$ cat src/rtl/ducks_pkg.sv
// Shared constants and types for the duck-hunt video pipeline.
// Screen geometry, palette and the projectile controller state encoding.
package ducks_pkg;

    localparam int unsigned H_ACTIVE   = 640;
    localparam int unsigned V_ACTIVE   = 480;
    localparam int unsigned GUN_TOP    = 466;
    localparam int unsigned GUN_W      = 94;
    localparam int unsigned BARREL_OFS = 45;

    localparam logic [5:0] COL_BULLET = 6'h3F;
    localparam logic [5:0] COL_FLASH  = 6'h30;
    localparam logic [5:0] COL_AMMO   = 6'h3C;

    localparam int unsigned ICON_X0    = 8;
    localparam int unsigned ICON_Y0    = 8;
    localparam int unsigned ICON_PITCH = 12;
    localparam int unsigned ICON_SIZE  = 8;

    typedef enum logic [1:0] {
        StReady,
        StFlying,
        StHitFlash,
        StEmpty
    } shot_state_e;

endpackage

$ cat src/rtl/rect_overlap.sv
// Combinational axis-aligned rectangle intersection test.
// Sums are done in 11 bits so right/bottom edges near 1023 never wrap.
module rect_overlap #(
    parameter int unsigned A_W = 1,
    parameter int unsigned A_H = 1,
    parameter int unsigned B_W = 1,
    parameter int unsigned B_H = 1
) (
    input  logic [9:0] a_x_i,
    input  logic [9:0] a_y_i,
    input  logic [9:0] b_x_i,
    input  logic [9:0] b_y_i,
    output logic       overlap_o
);

    logic [10:0] ax, ay, bx, by;

    assign ax = {1'b0, a_x_i};
    assign ay = {1'b0, a_y_i};
    assign bx = {1'b0, b_x_i};
    assign by = {1'b0, b_y_i};

    assign overlap_o = (ax <= bx + 11'(B_W - 1)) && (bx <= ax + 11'(A_W - 1)) &&
                       (ay <= by + 11'(B_H - 1)) && (by <= ay + 11'(A_H - 1));

endmodule

$ cat src/rtl/gun_shot.sv
// Bullet launch, flight, duck hit detection and ammo bookkeeping, plus the
// registered bullet / hit-flash / ammo-icon pixel overlay.
module gun_shot
    import ducks_pkg::*;
#(
    parameter int unsigned BULLET_W     = 4,
    parameter int unsigned BULLET_H     = 8,
    parameter int unsigned SPEED        = 4,
    parameter int unsigned DUCK_W       = 32,
    parameter int unsigned DUCK_H       = 32,
    parameter int unsigned AMMO         = 3,
    parameter int unsigned FLASH_FRAMES = 8
) (
    input  logic       clk,
    input  logic       reset,
    input  logic [9:0] hcount,
    input  logic [9:0] vcount,
    input  logic       fire,
    input  logic       reload,
    input  logic [9:0] gun_x,
    input  logic [9:0] duck_x,
    input  logic [9:0] duck_y,
    input  logic       duck_alive,
    output logic [5:0] data,
    output logic       draw,
    output logic       hit,
    output logic       shot_active,
    output logic [1:0] ammo
);

    shot_state_e state_q;
    logic [9:0]  bx_q, by_q;
    logic [1:0]  ammo_q;
    logic [7:0]  flash_cnt_q;
    logic        fire_q, check_q, hit_q, draw_q;
    logic [5:0]  data_q;

    logic        tick, fire_edge, duck_ovl, pix_in_bullet, icon_hit;
    logic [1:0]  ammo_avail;
    shot_state_e idle_state;

    assign tick       = (hcount == 10'd0) && (vcount == 10'(V_ACTIVE));
    assign fire_edge  = fire & ~fire_q;
    // Reload is applied before anything else looks at the ammo count.
    assign ammo_avail = reload ? 2'(AMMO) : ammo_q;
    assign idle_state = (ammo_avail == 2'd0) ? StEmpty : StReady;

    rect_overlap #(
        .A_W(BULLET_W),
        .A_H(BULLET_H),
        .B_W(DUCK_W),
        .B_H(DUCK_H)
    ) u_duck_ovl (
        .a_x_i    (bx_q),
        .a_y_i    (by_q),
        .b_x_i    (duck_x),
        .b_y_i    (duck_y),
        .overlap_o(duck_ovl)
    );

    rect_overlap #(
        .A_W(BULLET_W),
        .A_H(BULLET_H),
        .B_W(1),
        .B_H(1)
    ) u_pix_ovl (
        .a_x_i    (bx_q),
        .a_y_i    (by_q),
        .b_x_i    (hcount),
        .b_y_i    (vcount),
        .overlap_o(pix_in_bullet)
    );

    always_comb begin
        icon_hit = 1'b0;
        for (int unsigned i = 0; i < 3; i++) begin
            if ((2'(i) < ammo_q) &&
                (hcount >= 10'(ICON_X0 + ICON_PITCH * i)) &&
                (hcount <= 10'(ICON_X0 + ICON_PITCH * i + ICON_SIZE - 1)) &&
                (vcount >= 10'(ICON_Y0)) && (vcount <= 10'(ICON_Y0 + ICON_SIZE - 1))) begin
                icon_hit = 1'b1;
            end
        end
    end

    always_ff @(posedge clk) begin
        if (reset) begin
            state_q     <= StReady;
            bx_q        <= '0;
            by_q        <= '0;
            ammo_q      <= 2'(AMMO);
            flash_cnt_q <= '0;
            fire_q      <= 1'b1;
            check_q     <= 1'b0;
            hit_q       <= 1'b0;
            draw_q      <= 1'b0;
            data_q      <= '0;
        end else begin
            fire_q  <= fire;
            hit_q   <= 1'b0;
            check_q <= 1'b0;
            ammo_q  <= ammo_avail;

            unique case (state_q)
                StReady, StEmpty: begin
                    if (fire_edge && (state_q == StReady || reload)) begin
                        bx_q    <= gun_x + 10'(BARREL_OFS);
                        by_q    <= 10'(GUN_TOP - BULLET_H);
                        ammo_q  <= ammo_avail - 2'd1;
                        state_q <= StFlying;
                    end else if (reload) begin
                        state_q <= StReady;
                    end
                end
                StFlying: begin
                    // The compare runs the cycle after a move; a hit outranks a tick.
                    if (check_q && duck_alive && duck_ovl) begin
                        hit_q       <= 1'b1;
                        flash_cnt_q <= '0;
                        state_q     <= StHitFlash;
                    end else if (tick) begin
                        if (by_q < 10'(SPEED)) begin
                            state_q <= idle_state;
                        end else begin
                            by_q    <= by_q - 10'(SPEED);
                            check_q <= 1'b1;
                        end
                    end
                end
                StHitFlash: begin
                    if (tick) begin
                        if (flash_cnt_q == 8'(FLASH_FRAMES - 1)) begin
                            state_q <= idle_state;
                        end else begin
                            flash_cnt_q <= flash_cnt_q + 8'd1;
                        end
                    end
                end
            endcase

            if (state_q == StFlying && pix_in_bullet) begin
                draw_q <= 1'b1;
                data_q <= COL_BULLET;
            end else if (state_q == StHitFlash && !flash_cnt_q[1] && pix_in_bullet) begin
                draw_q <= 1'b1;
                data_q <= COL_FLASH;
            end else if (icon_hit) begin
                draw_q <= 1'b1;
                data_q <= COL_AMMO;
            end else begin
                draw_q <= 1'b0;
            end
        end
    end

    assign data        = data_q;
    assign draw        = draw_q;
    assign hit         = hit_q;
    assign shot_active = (state_q == StFlying);
    assign ammo        = ammo_q;

endmodule

$ cat config.mk
export PLATFORM = sky130hd
export DESIGN_NAME = gun_shot
export DESIGN_NICKNAME = d
export VERILOG_FILES = /design/src/rtl/ducks_pkg.sv /design/src/rtl/rect_overlap.sv /design/src/rtl/gun_shot.sv
export SDC_FILE = /design/constraint.sdc
export NUM_CORES = 1
export LEC_CHECK = 0
export CAP_MARGIN = 20
export CORE_ASPECT_RATIO = 0.5
export CORE_UTILIZATION = 40
export DETAILED_ROUTE_END_ITERATION = 6
export PLACE_DENSITY_LB_ADDON = 0.25
export RECOVER_POWER = 50
export SYNTH_ARGS = -nofsm -noshare
export SYNTH_HDL_FRONTEND = slang
export SYNTH_HIERARCHICAL = 1
export SYNTH_SLANG_ARGS = --single-unit
$ cat constraint.sdc
create_clock -name clk -period 3.75 [get_ports clk]
set_input_delay 0.75 -clock clk [delete_from_list [all_inputs] [get_ports clk]]
set_output_delay 0.75 -clock clk [all_outputs]
set_load 0.005 [all_outputs]
==> key figures <==
Floorplan
  – Die Y: between 80 and 90 um
  – Core ar.: about 12,000 um^2
  – Die area: ~13,000 um^2
  – Rows: 28
  – IO Pins: 66
  – Die Width: about 160 um
  – Starting Density: 41.2%

GRT
  – Initial antenna violation count: 0
  – Total GRT Usage: a little over a fifth
  – Global-route wire length before repair: 22,000 um
  – Largest net degree at the start of global routing: 26
  – Grt ovf: 0
  – Vias in the first global route: 4,768

Synthesis
  – Seq/Total Area, Yosys: between 10% and 20%
  – Unique masters post-synth: 63
  – Async set-reset flop share out of synthesis: 0%
  – Syn. warnings: 6
  – Post-synth EDFFs: 0
  – Synthesized cell area: between 4000 and 5000 um^2
  – Most used flip-flop cell after synthesis: dfxtp_1
  – Syn Inst Count: 624
  – Post-synthesis area per instance: 7.82 um^2
  – Seq cells post-synth: 38

Finish
  – Final core occ: 55.2%
  – Layout cell share with drive strength beyond 1: 17.3%
  – Non-filler cells, final: around 900
  – N_diodes: 0
  – Commonest non-fill, non-tap cell in the layout: ha_1
  – Most frequent cells in the layout: ha_1, buf_4, inv_1, a21oi_1, nor2_1
  – Final nets: roughly 900
  – Layout fillers: 1,153
  – Area growth, synth to finish: 34.0%

Route
  – Iter 0 DRT Violations: 215
  – WL per Instance: 14.4 um
  – Routed Antenna Nets: 0
  – Vias per cell: 5.33
  – Vias: between 4,000 and 5,000
  – Post-route DRC: 0
  – Detailed Routing Iterations Pass 1: 5
  – Routed WL: 13,200 um

STA
  – Worst Clk Skew: 0.00789 ns
  – # setup viols final: 0
  – Tcrit/Tclk final: 96.9%
  – Hold_ws: 0.459 ns
  – RSZ-0062 raised after global routing: true
  – Tmin final: 3.63 ns
  – Slew margin rel.: 47.3%
  – Final hold violations: 0
  – Fin. max-slew vios: 0
  – Setup WS post-layout: 0.118 ns
  – Worst-Margin Slew: 0.789 ns
  – Fmax: 275 MHz

Clocking
  – CTS tree: done
  – Maximum clock insertion buffer count: 2
  – Clock insertion delay at the later pin of the skew report: around 0.28 ns
  – CTS H-Tree Depth: 2
  – Total clock sinks: 38
  – # hold bufs at CTS: 0
  – Clk slew on worst S/H paths: 0.06 ns
  – Total CTS buffers: 5
  – CTS Root Cell: clkbuf_16

Status
  – Status: completed

Placement
  – Place WS: -0.656 ns
  – Placed wire-length estimate: 10,400 um
  – Gp weighted congestion: between 0.8 and 0.9
  – Placed instance count: slightly above 900
  – IO buf count: 65

Worst setup path
  – Worst setup EP type: flip-flop
  – CP required: 3.96 ns
  – Worst setup path class: in -> reg
  – WP data arrival: 3.85 ns
  – CP startpoint kind: primary input
  – Crit Path Max Fanout: 8

Pwr
  – Worst vdd ir: 0.000175 V
  – Leakage: 2.81 nW
  – PD cells: ~230 nW/um^2

Run
  – MaxCap Viol Count: 0

Min path
  – Hold Crit Class: reg -> reg
==> registers in the layout, summed over array words and instances, names as in the netlist <==
register,flops
ammo,2
bx_q,10
state_q,2
draw,1
data,3
by_q,9
hit,1
flash_cnt_q,8
fire_q,1
check_q,1
==> layer usage <==
layer  GRT usage [%]  vias to the layer above  routed length (um)  share of wire (%)
li1                -                     2557                   -                  -
met1            27.3                     2257                6420                 49
met2            39.3                       90                6280                 47
met3            3.08                        9                 440                3.3
met4            4.04                        0                  93               0.70
met5               0                        -                   0                  0
==> area by class of cell <==
| cell class | count | area (um^2) | share of cell area, % |
|---|---|---|---|
| multi-input cells | 524 | 4040 | 61.8 |
| repair buffers | 135 | 1180 | 18.1 |
| flip-flops and latches | 38 | 761 | 11.6 |
| well taps | 165 | 206 | 3.16 |
| inverters | 52 | 195 | 2.99 |
| clock buffers | 6 | 139 | 2.13 |
| clock inverters | 2 | 12.5 | 0.191 |
==> synth_stat cells (2+ instances only) <==
cell      instances  area share (%)
o31ai_1          11             1.7
dfxtp_1          38              16
a311oi_1          2            0.36
a21o_1           14             2.2
a21boi_1          2            0.31
nand3b_1          8             1.2
clkbuf_1          7            0.54
o21a_1            2            0.31
buf_2             2            0.21
o41ai_1           3            0.54
buf_4             3            0.46
nor4b_4           2            0.97
o21ai_0          13             1.3
o211ai_1          4            0.62
xor2_1           30             5.4
nand3_1          28             2.9
nand2b_1          8             1.0
or4_1            13             2.0
and2_1            5            0.64
nor2_1           47             3.6
or3_1             6            0.77
o21bai_1          2            0.31
nand2_1          42             3.2
a211oi_1          7             1.1
xnor2_1          25             4.5
mux2i_1           2            0.41
a21oi_1          56             5.7
and4_1            3            0.54
a211o_1           2            0.36
nor2b_1           5            0.64
o31a_1            3            0.54
nor3_1           15             1.5
nor4_1            5            0.64
nand4_1          24             3.1
ha_1             91              23
a31oi_1           5            0.64
and3_1            4            0.51
o311ai_1          3            0.54
o21ai_1           5            0.51
inv_1            52             4.0
and4b_1           3            0.62
==> power breakdown <==
part / leakage (nW) / total (mW) / switching [mW] / internal [mW]
registers: 0.309 / 0.435 / 0.0148 / 0.420
logic: 2.43 / 0.643 / 0.331 / 0.312
clock network: 0.0729 / 0.431 / 0.168 / 0.263
==> path summary, 6_finish.rpt <==
check | from | cells after the start | slack (ns) | endpoint
hold reg to reg | data[4] | 2 | 0.46 | data[4]
setup reg to reg | by_q[1] | 20 | 0.17 | by_q[6]
hold / removal | data[4] | 2 | 0.46 | data[4]
setup / recovery | duck_y[2] | 18 | 0.12 | by_q[6]
==> stage by stage <==
stage,power (mW),cell area [um^2],TNS [ns]
after floorplan,0.799,4890,0
final,1.51,6540,0
after detailed placement,1.04,6140,-10.28
after global placement,1.03,6140,-9.44
after global routing,1.61,6540,-0.0961
after CTS,1.49,6430,0
==> what timing repair did <==
| item | in CTS | in global routing |
|---|---|---|
| cloned | 0 | 0 |
| pin swaps | 31 | 26 |
| gates resized for setup | 33 | 37 |
| setup buffers | 6 | 3 |
| setup endpoints to repair | 18 | 18 |
==> logic make-up (layout without fill, tap and decap cells) <==
kind of cell,count (synthesis),count (layout),synth area share (%)
and+or+nand+nor,230,230,26.5
AOI/OAI and AO/OA,142,142,18.7
muxes,2,2,0.410
adders and majority gates,91,91,23.3
other,1,4,0.0769
DFF,38,38,15.6
buffers and inverters,65,195,5.44
xor gates and xnor gates,55,55,9.87
==> critical path, cell delays in order <==
cell,delay [ns]
dlymetal6s2s_1,0.14
nor3_2,0.24
buf_4,0.16
a21boi_4,0.05
buf_6,0.12
xnor2_2,0.12
ha_1,0.30
nand4_1,0.14
nor3_2,0.07
a31oi_1,0.17
o211ai_1,0.18
and4_4,0.24
nand4_1,0.12
nor2b_4,0.18
buf_6,0.13
nand2_8,0.06
or4_4,0.54
a31oi_1,0.13
Note: power is estimated with default switching activity, not from simulation.
